## src/rtl/car_collision.sv

```systemverilog
// Collision and lives controller for the car lanes.
// Registers a lane-overlap flag, then runs the PLAY/GRACE/GAME_OVER FSM.
module car_collision #(
  parameter int NUM_LANES   = 4,
  parameter int CAR_WIDTH   = 2,
  parameter int START_LIVES = 3,
  parameter int GRACE_TICKS = 25000000
) (
  input  logic                   i_Clk,
  input  logic                   i_Rst_n,
  input  logic [5*NUM_LANES-1:0] i_car_x,
  input  logic [4*NUM_LANES-1:0] i_car_y,
  input  logic [4:0]             i_player_x,
  input  logic [3:0]             i_player_y,
  input  logic                   i_restart,
  output logic                   o_hit,
  output logic                   o_respawn,
  output logic [2:0]             o_lives,
  output logic                   o_grace,
  output logic                   o_game_over
);

  localparam int CNT_W =
    (GRACE_TICKS > 1) ? $clog2(GRACE_TICKS) : 1;
  localparam logic [CNT_W-1:0] GRACE_LOAD =
    CNT_W'(GRACE_TICKS - 1);
  localparam logic [2:0] LIVES_INIT = 3'(START_LIVES);
  localparam logic signed [5:0] TAIL = 6'(CAR_WIDTH - 1);

  typedef enum logic [1:0] {
    PLAY,
    GRACE,
    GAME_OVER
  } state_t;

  state_t           state;
  logic [CNT_W-1:0] grace_cnt;
  logic             collide;
  logic             overlap;

  // Tail may go negative near column 0; signed compare clips it.
  function automatic logic lane_hit(
    input logic [4:0] cx,
    input logic [3:0] cy,
    input logic [4:0] px,
    input logic [3:0] py
  );
    logic signed [5:0] head;
    logic signed [5:0] tail;
    logic signed [5:0] pos;
    head = $signed({1'b0, cx});
    tail = head - TAIL;
    pos  = $signed({1'b0, px});
    return (cy == py) && (tail <= pos) && (pos <= head);
  endfunction

  always_comb begin
    overlap = 1'b0;
    for (int k = 0; k < NUM_LANES; k++) begin
      if (lane_hit(i_car_x[5*k +: 5], i_car_y[4*k +: 4],
                   i_player_x, i_player_y))
        overlap = 1'b1;
    end
  end

  always_ff @(posedge i_Clk or negedge i_Rst_n) begin
    if (!i_Rst_n) begin
      state       <= PLAY;
      grace_cnt   <= '0;
      collide     <= 1'b0;
      o_hit       <= 1'b0;
      o_respawn   <= 1'b0;
      o_lives     <= LIVES_INIT;
      o_grace     <= 1'b0;
      o_game_over <= 1'b0;
    end else begin
      collide   <= overlap;
      o_hit     <= 1'b0;
      o_respawn <= 1'b0;
      unique case (state)
        PLAY: begin
          if (collide) begin
            o_hit <= 1'b1;
            if (o_lives > 3'd1) begin
              o_lives   <= o_lives - 3'd1;
              o_respawn <= 1'b1;
              grace_cnt <= GRACE_LOAD;
              o_grace   <= 1'b1;
              state     <= GRACE;
            end else begin
              o_lives     <= 3'd0;
              o_game_over <= 1'b1;
              state       <= GAME_OVER;
            end
          end
        end
        GRACE: begin
          if (grace_cnt == '0) begin
            o_grace <= 1'b0;
            state   <= PLAY;
          end else begin
            grace_cnt <= grace_cnt - 1'b1;
          end
        end
        GAME_OVER: begin
          if (i_restart) begin
            o_lives     <= LIVES_INIT;
            o_game_over <= 1'b0;
            state       <= PLAY;
          end
        end
        default: state <= PLAY;
      endcase
    end
  end

endmodule
```

## config.mk

```make
export PLATFORM = sky130hd
export DESIGN_NAME = car_collision
export DESIGN_NICKNAME = d
export VERILOG_FILES = /design/src/rtl/car_collision.sv
export SDC_FILE = /design/constraint.sdc
export NUM_CORES = 1
export LEC_CHECK = 0
export CAP_MARGIN = 20
export CORE_ASPECT_RATIO = 1.2
export CORE_MARGIN = 2
export CORE_UTILIZATION = 55
export CTS_BUF_LIST = sky130_fd_sc_hd__clkbuf_8
export CTS_CLUSTER_DIAMETER = 200
export CTS_CLUSTER_SIZE = 40
export DETAILED_ROUTE_END_ITERATION = 8
export GPL_TIMING_DRIVEN = 0
export PLACE_DENSITY = 0.83
export SYNTH_ARGS = -nofsm -noshare
export SYNTH_HDL_FRONTEND = slang
export SYNTH_SLANG_ARGS = --single-unit
```

## constraint.sdc

```tcl
create_clock -name i_Clk -period 3.3 [get_ports i_Clk]
set_input_delay 0.495 -clock i_Clk [delete_from_list [all_inputs] [get_ports i_Clk]]
set_output_delay 0.495 -clock i_Clk [all_outputs]
set_load 0.005 [all_outputs]
```

Word-level counts from Yosys, hierarchy flattened
Cells that the tools add are included.
Storage, ports and cells
  flip-flop bits (word level): 35
  latch bits: 0
  RAM bits: 0
  ROM bits: 0
  bits of input ports: 48
  logic and storage cells: 82
  memories: 0
Operators by class
  $add $sub $neg: 6
  $mul: 0
  div/mod/pow operators: 0
  $lt $le $gt $ge: 9
  equality and inequality tests: 12
  shift operators: 0
  mux-type cells: 30
  bitwise logic cells: 0
  reduce and logical (&&, ||, !) cells: 17
Operators by type and width (number)
  $mux W25: 3
  $pmux W25 S2: 1
  $logic_not A25 Y1: 1
  $sub A25 B1 Y25 const B: 1
  $le A6 B6 Y1: 4
  $sub A5 B1 Y6 const B: 4
  $le A5 B5 Y1: 4
  $eq A4 B4 Y1: 4
  $mux W1: 15
  $ne A2 B2 Y1 const B: 6
  $reduce_and A4 Y1: 3
  $mux W3: 3
  $logic_and A1 B1 Y1: 8
  $mux W2: 4
  $pmux W2 S3: 1
  $pmux W3 S2: 1
  $reduce_and A3 Y1: 2
  $pmux W1 S2: 2
  $reduce_bool A2 Y1: 2
  $gt A3 B1 Y1 const B: 1
  $sub A3 B1 Y3 const B: 1
  $eq A2 B1 Y1 const B: 1
  $eq A2 B2 Y1 const B: 1
  $logic_not A2 Y1: 1

Logic depth before layout (Yosys ltp)
Gate-level depths: netlist (run 1).
  depth in word-level cells: 8
  gate-level depth with buffers: 10
  gate-level depth less buffers: 10

Least setup slack after synthesis (run 1)
Ideal clock, no wire load.
  kind: reg-to-reg
  start: register grace_cnt[11]
  end: register grace_cnt[23]
  setup time: 0.079 ns
  arrival time: 2.232 ns
  slack: 0.988 ns
  cell stages (with the launch flop): 8
  buffers on the path: 2
  period minus slack after synthesis: 2.312 ns
  cells stage by stage: dfrtp_1 > or3_1 > buf_6 > or4_4 > buf_6 > or4_4 > nor2_2 > mux2i_1
Between the ends
  word-level cells in the longest chain between the ends: 3
RTL lines
  start: declaration: line 37  | logic [CNT_W-1:0] grace_cnt;
  start signal: assignment: line 102  | grace_cnt <= grace_cnt - 1'b1;
  $sub A25 B1 Y25 or $logic_not A25 Y1 (tied branches): line 102, 98
  $mux W25 or $ne A2 B2 Y1 (tied branches)
  $pmux W25 S2 or $reduce_and A4 Y1 (tied branches)
Several ways; a longest one is shown, not always the timed one. The select of a mux whose other input is x is not followed.
A chain may end at the register's enable or synchronous reset.

Worst setup path after layout (run 1)
  start: input i_car_x[5]
  end: register collide
Between the ends
  word-level cells in the longest chain between the ends: 7
RTL lines
  start: declaration: line 11  | input logic [5*NUM_LANES-1:0] i_car_x,
  $sub A5 B1 Y6: line 52  | tail = head - TAIL;
  $le A6 B6 Y1: line 54  | return (cy == py) && (tail <= pos) && (pos <= head);
  $logic_and A1 B1 Y1: line 54
  $logic_and A1 B1 Y1 (*): line 54
  $mux W1 (*) (3 in a row): line 60  | if (lane_hit(i_car_x[5*k +: 5], i_car_y[4*k +: 4],
  named net overlap: line 39  | logic overlap;
  end signal: assignment: line 77  | collide <= overlap;
  end: declaration: line 38  | logic collide;
Mark *: on every way through the listed nets, which the timed path passes. The rest lies on a longest branch.

==> flow_metrics.env, run 1 <==
export IMPL_status="completed"
export IMPL_timing_rr_end="grace_cnt[11]$_DFFE_PN0P_"
export IMPL_grt_max_degree=36
export IMPL_start_kind="primary input"
export IMPL_ys_ff_latch=35
export IMPL_ant_nets=0
export IMPL_fin_crit_ps=2621
export IMPL_dp_slack_ps=441.7
export IMPL_yosysWarnings=0
export IMPL_synth_ff_type="dfrtp_1"
export IMPL_dieArea_um2=6421
export IMPL_cts_tree="done"
export IMPL_crit_chain="clkdlybuf4s50_1, inv_1, ha_1, xor2_1, ha_1, a21oi_1, a21oi_1, a211oi_1, o221ai_1, o2111ai_1"
export IMPL_startpoint="i_car_x[5]"
export IMPL_diodes=0
export IMPL_routed_via_density=5.894
export IMPL_die_h_um=87.39
export IMPL_max_freq_mhz=381.6
export IMPL_synthDistinctLibCells=49
export IMPL_cts_max_level=2
export IMPL_grt_antenna_before_repair=0
export IMPL_vias=2894
export IMPL_async_flop_share_pct=100.0
export IMPL_path_class="primary input to flip-flop"
export IMPL_final_common_cell="clkdlybuf4s50_1"
export IMPL_fin_crit_sh_pct=79.41
export IMPL_gp_congestion=0.8713
export IMPL_leakagePower_uw=0.001733
export IMPL_yosysSeqAreaShare_pct=27.56
export IMPL_cts_root_buf="clkbuf_8"
export IMPL_hpwl_mm=5.724
export IMPL_drc=0
export IMPL_slowest_delay_ps=550
export IMPL_cts_made_buffers=5
export IMPL_cp_arrival_ps=2810
export IMPL_synth_edff_count=0
export IMPL_finalWirelength_mm=7.137
export IMPL_holdBufCountCts=0
export IMPL_worst_slew_pin_slew_ps=746.6
export IMPL_finalInstanceArea_um2=3902
export IMPL_reg2reg_slack_ps=780
export IMPL_layout_setup_ws_ps=679.4
export IMPL_die_width_um=73.49
export IMPL_clkTransAtPathRegs_ps=80
export IMPL_syn_area_um2=3187
export IMPL_drv_slew=0
export IMPL_avgSynthCellArea_um2=8.731
export IMPL_start_util_pct=56.60
export IMPL_clockBufferDepth=2
export IMPL_overflow=0
export IMPL_cts_resized=0
export IMPL_cp_max_fo=4
export IMPL_final_nets=521
export IMPL_cts_sinks=35
export IMPL_cp_required_ps=3490
export IMPL_rsz0062_at_grt="false"
export IMPL_reg2reg_from="grace_cnt[0]$_DFFE_PN0P_"
export IMPL_slew_headroom_pct=50.22
export IMPL_io_pins=55
export IMPL_clock_skew_ps=12.18
export IMPL_drtPass1Iterations=4
export IMPL_gr_usage_all_layers_pct=24.18
export IMPL_rows=30
export IMPL_maxCapViolCount=0
export IMPL_whs_ps=258.9
export IMPL_final_cell_mix="53 x clkdlybuf4s50_1, 47 x ha_1, 38 x inv_1, 33 x dfrtp_1, 26 x nor2_1"
export IMPL_synthesis_nets=460
export IMPL_placed_area_um2=3802
export IMPL_drive_gt1_share_pct=7.026
export IMPL_drt_iter0_drc=167
export IMPL_postSynthCellCount=365
export IMPL_end_kind="flip-flop"
export IMPL_grt_pass1_wl_mm=12.32
export IMPL_clock_latency_ps=290
export IMPL_min_path_type="primary input to asynchronous set/reset pin"
export IMPL_critical_path_slowest_cell="clkdlybuf4s50_1"
export IMPL_fin_tns_setup_ps=0
export IMPL_portBuffers=54
export IMPL_core_area_um2=5630
export IMPL_avgRoutedWirePerCell_um=14.54
export IMPL_powerDensity_nw_per_um2=472.0
export IMPL_grt_pass1_vias=2890
export IMPL_hold_viol_final=0
export IMPL_r2r_cells=7
export IMPL_setup_viol=0
export IMPL_syn_to_final_growth_pct=22.46
export IMPL_vdd_drop_max_mv=0.2091
export IMPL_post_cts_buffers=0
-- flip-flops by register name, indices dropped and copies added, names as in the netlist --
signal       flops
collide          1
grace_cnt       25
o_game_over      1
o_grace          1
o_hit            1
o_lives          3
o_respawn        1
state            2
-- per-layer routing --
metal	track usage (%)	wire length, um	vias to the layer above	share of wire, %
met5	0	0	-	0
met4	8.926	221	0	3.1
met3	3.819	270	19	3.8
met2	44.89	3738	78	52
met1	27.13	2907	1341	41
li1	-	-	1456	-
-- worst max path at each step --
stage | to
final | collide$_DFF_PN0_
after global routing | collide$_DFF_PN0_
after CTS | collide$_DFF_PN0_
after detailed placement | collide$_DFF_PN0_
after global placement | collide$_DFF_PN0_
after floorplan | grace_cnt[23]$_DFFE_PN0P_
-- through the flow --
| stage | std cells | power (uW) | util (%) |
|---|---|---|---|
| 2_1_floorplan | 365 | 1226 | - |
| 3_3_place_gp | 483 | 1466 | 67.62 |
| 3_5_place_dp | 483 | 1510 | 67.53 |
| 4_1_cts | 491 | 1845 | 69.31 |
| 5_1_grt | 491 | 1998 | 69.31 |
| 6_report | 491 | 1842 | 69.31 |
-- cells in the mapped netlist (2+ instances only) --
cell       number  area share, %
nand3_1         9            1.4
nor2_1         26            3.1
ha_1           47             18
nand3b_1        3           0.71
a21oi_1        19            3.0
a31oi_1         5           0.98
o2111ai_2       2           0.94
or4_4           3            1.1
or3_2           2           0.47
o21ai_0        17            2.7
o21a_1          3           0.71
nor3_1          9            1.4
or4_1           5            1.2
o31ai_1         8            1.9
dfrtp_1        33             26
inv_1          37            4.4
nor4_1          9            1.8
or3_1           4           0.79
nor2b_1         2           0.39
mux2i_1         5            1.6
nand4_1         8            1.6
nand2b_1        7            1.4
buf_6           3            1.1
xor2_1         19            5.2
clkbuf_1        5           0.59
a211oi_1        4           0.94
o221ai_1        2           0.55
nand2_1        19            2.2
xnor2_1        14            3.8
o211ai_1        3           0.71
o2111ai_1       2           0.55
o41ai_1         2           0.55
a21o_1          2           0.47
and3_1          4           0.79
dfstp_2         2            1.6
or2_2           4           0.79
o22ai_1         5           0.98
-- critical path: cells and delay by family --
kind	cells	cell delay, ps
XOR/XNOR	1	180
adder cells (fa/ha/maj)	2	540
AO/OA/AOI/OAI	5	950
buffers and inverters	2	630
-- kinds of logic (layout without fill, tap and decap cells) --
logic type                 count (synthesis)  count (layout)  share of synthesized area [%]
and+or+nand+nor                          121             121                          20.85
AOI/OAI and AO/OA                         79              79                          16.49
adders and majority gates                 47              47                          18.45
buffers and inverters                     45             107                          6.007
DFF                                       35              35                          27.56
xor gates and xnor gates                  33              33                          9.070
muxes                                      5               5                          1.571
-- area by class of cell --
class / count / area [um^2]
clock inverters: 1 / 3.754
repair buffers: 54 / 535.5
clock buffers: 7 / 96.34
fillers: 473 / 1728
inverters: 37 / 138.9
multi-input cells: 285 / 2117
plain buffers: 8 / 52.55
well taps: 64 / 80.08
flip-flops and latches: 35 / 878.3
-- power breakdown --
group	total, uW	leakage (uW)	switching, uW	internal, uW
registers	760	0.000405	163	597
clock network	341	0.0000557	153	187
logic	741	0.00127	379	362
total	1840	0.00173	696	1150
Power figures use the tool's default switching activity.
==> inputs of run 2 (changes only) <==
- CORE_UTILIZATION: 55 -> 50
- PLACE_DENSITY: 0.83 -> 0.79
- clock period: 3.3 -> 2.4 ns (I/O delays scaled with it)
==> flow_metrics.env, run 2 (synthesized netlist as in run 1, its figures left out) <==
export IMPL_status="finished, violations left"
export IMPL_violations="negative setup slack"
export IMPL_slowest_delay_ps=570
export IMPL_reg_largest_list="grace_cnt x25, o_lives x3, state x2"
export IMPL_hpwl_mm=5.987
export IMPL_gr_usage_all_layers_pct=23.18
export IMPL_overflow=0
export IMPL_layout_setup_ws_ps=-15.90
export IMPL_avgRoutedWirePerCell_um=15.54
export IMPL_drv_slew=0
export IMPL_grt_pass1_vias=3071
export IMPL_hold_viol_final=0
export IMPL_crit_chain="or4_4, buf_6, or4_4, o2111ai_4, or4_4, nand3_2"
export IMPL_start_util_pct=52.33
export IMPL_routed_via_density=5.821
export IMPL_setup_viol=1
export IMPL_fillers=509
export IMPL_vdd_drop_max_mv=0.3438
export IMPL_rows=31
export IMPL_powerDensity_nw_per_um2=678.2
export IMPL_portBuffers=54
export IMPL_whs_ps=133.3
export IMPL_clock_skew_ps=9.064
export IMPL_cp_arrival_ps=2560
export IMPL_gp_congestion=0.9587
export IMPL_drc=0
export IMPL_die_width_um=76.88
export IMPL_worst_slew_pin_slew_ps=759.4
export IMPL_cts_tree="done"
export IMPL_start_kind="flip-flop"
export IMPL_maxCapViolCount=0
export IMPL_vias=3021
export IMPL_cts_max_level=2
export IMPL_worst_path_buf_inv=1
export IMPL_core_area_um2=6090
export IMPL_drive_gt1_share_pct=13.27
export IMPL_clock_latency_ps=290
export IMPL_end_kind="flip-flop"
export IMPL_leakagePower_uw=0.001826
export IMPL_cp_required_ps=2550
export IMPL_total_power_uw=2817
export IMPL_crit_family="simple AND/OR/NAND/NOR gates"
export IMPL_syn_to_final_growth_pct=30.35
export IMPL_final_common_cell="clkdlybuf4s50_1"
export IMPL_drt_iter0_drc=216
export IMPL_drtPass1Iterations=6
export IMPL_largest_reg_flops=25
export IMPL_diodes=0
export IMPL_max_freq_mhz=413.9
export IMPL_dieArea_um2=7031
export IMPL_clockBufferDepth=2
export IMPL_cts_sinks=35
export IMPL_min_path_type="primary input to asynchronous set/reset pin"
export IMPL_critPathMostFrequentCell="or4_4"
export IMPL_cp_max_fo=7
export IMPL_regMostFlops="grace_cnt"
export IMPL_cts_root_buf="clkbuf_8"
export IMPL_die_h_um=91.46
export IMPL_slew_headroom_pct=48.91
export IMPL_grt_pass1_wl_mm=13.43
export IMPL_critical_path_slowest_cell="or4_4"
export IMPL_rsz0062_at_grt="true"
export IMPL_final_cell_mix="51 x clkdlybuf4s50_1, 46 x ha_1, 36 x inv_1, 33 x dfrtp_1, 25 x nor2_1"
export IMPL_holdBufCountCts=0
export IMPL_cts_made_buffers=5
export IMPL_finalWirelength_mm=8.067
export IMPL_ant_nets=0
export IMPL_final_nets=531
export IMPL_clkTransAtPathRegs_ps=70
export IMPL_io_pins=55
export IMPL_grt_max_degree=36
export IMPL_fin_crit_ps=2416
export IMPL_fin_crit_sh_pct=100.7
export IMPL_path_class="flip-flop to flip-flop"
export IMPL_grt_antenna_before_repair=0
-- run 2: changes by cell type in the layout (fill, tap and decap cells not counted), sizes merged --
cell	previous run	this run
buf	4	16
bufinv	0	1
clkdlybuf4s50	53	51
clkbuf	12	9
dlymetal6s2s	0	2
inv	38	37
clkinv	0	1
-- run 2: power by group --
| group | leakage [uW] | switching (uW) | total [uW] | internal (uW) |
|---|---|---|---|---|
| clock network | 0.0000612 | 216 | 552 | 336 |
| registers | 0.000405 | 242 | 1060 | 820 |
| logic | 0.00136 | 615 | 1200 | 587 |
| total | 0.00183 | 1070 | 2820 | 1740 |
-- run 2: final timing paths --
kind | from | end | slack [ps] | cells past startpoint
setup / recovery | grace_cnt[4]$_DFFE_PN0P_ | grace_cnt[21]$_DFFE_PN0P_ | -20 | 6
hold / removal | i_Rst_n | grace_cnt[14]$_DFFE_PN0P_ | 130 | 1
min in group i_Clk | grace_cnt[5]$_DFFE_PN0P_ | grace_cnt[5]$_DFFE_PN0P_ | 490 | 1
hold reg to reg | grace_cnt[5]$_DFFE_PN0P_ | grace_cnt[5]$_DFFE_PN0P_ | 490 | 1
setup reg to reg | grace_cnt[4]$_DFFE_PN0P_ | grace_cnt[21]$_DFFE_PN0P_ | -20 | 6
max in group asynchronous | i_Rst_n | grace_cnt[7]$_DFFE_PN0P_ | 1780 | 1
-- run 2: per-layer routing --
metal | track usage, % | vias to the layer above | routed length, um | share of wire (%)
met4 | 10.76 | 0 | 305 | 3.8
met3 | 2.982 | 27 | 345 | 4.3
met1 | 25.64 | 1432 | 3149 | 39
met2 | 43.35 | 96 | 4266 | 53
met5 | 0 | - | 0 | 0
li1 | - | 1466 | - | -
-- run 2: through the flow --
stage	area [um^2]	cells	setup WS, ps	setup TNS [ps]	util (%)
after floorplan	3187	365	88.42	0	-
after global placement	3830	501	-165.0	-347.1	62.89
after detailed placement	3825	501	-185.8	-766.1	62.81
after CTS	4009	511	-9.634	-14.11	65.83
after global routing	4154	519	-49.94	-178.5	68.21
final	4154	519	-15.90	-15.90	68.21
-- run 2: timing repair --
item | in CTS | in global routing
buffers inserted | 2 | 9
pin swaps | 4 | 6
endpoints found under the setup margin | 12 | 22
gates resized for setup | 9 | 22
-- run 2: cell type report --
type,count,area (um^2),share of cell area [%]
Buffer,7,61.31,1.476
Clock buffer,6,82.58,1.988
Clock inverter,2,35.03,0.8434
Inverter,37,138.9,3.343
Multi-Input combinational cell,285,2232,53.73
Sequential cell,35,878.3,21.14
Tap cell,82,102.6,2.470
Timing Repair Buffer,65,623.1,15.00
==> inputs of run 3 (changes only) <==
- CTS_CLUSTER_DIAMETER: 200 -> default
- GPL_ROUTABILITY_DRIVEN: default -> 1
==> results of run 3 <==
The final DEF is identical to that of run 2; final timing and power are the same.
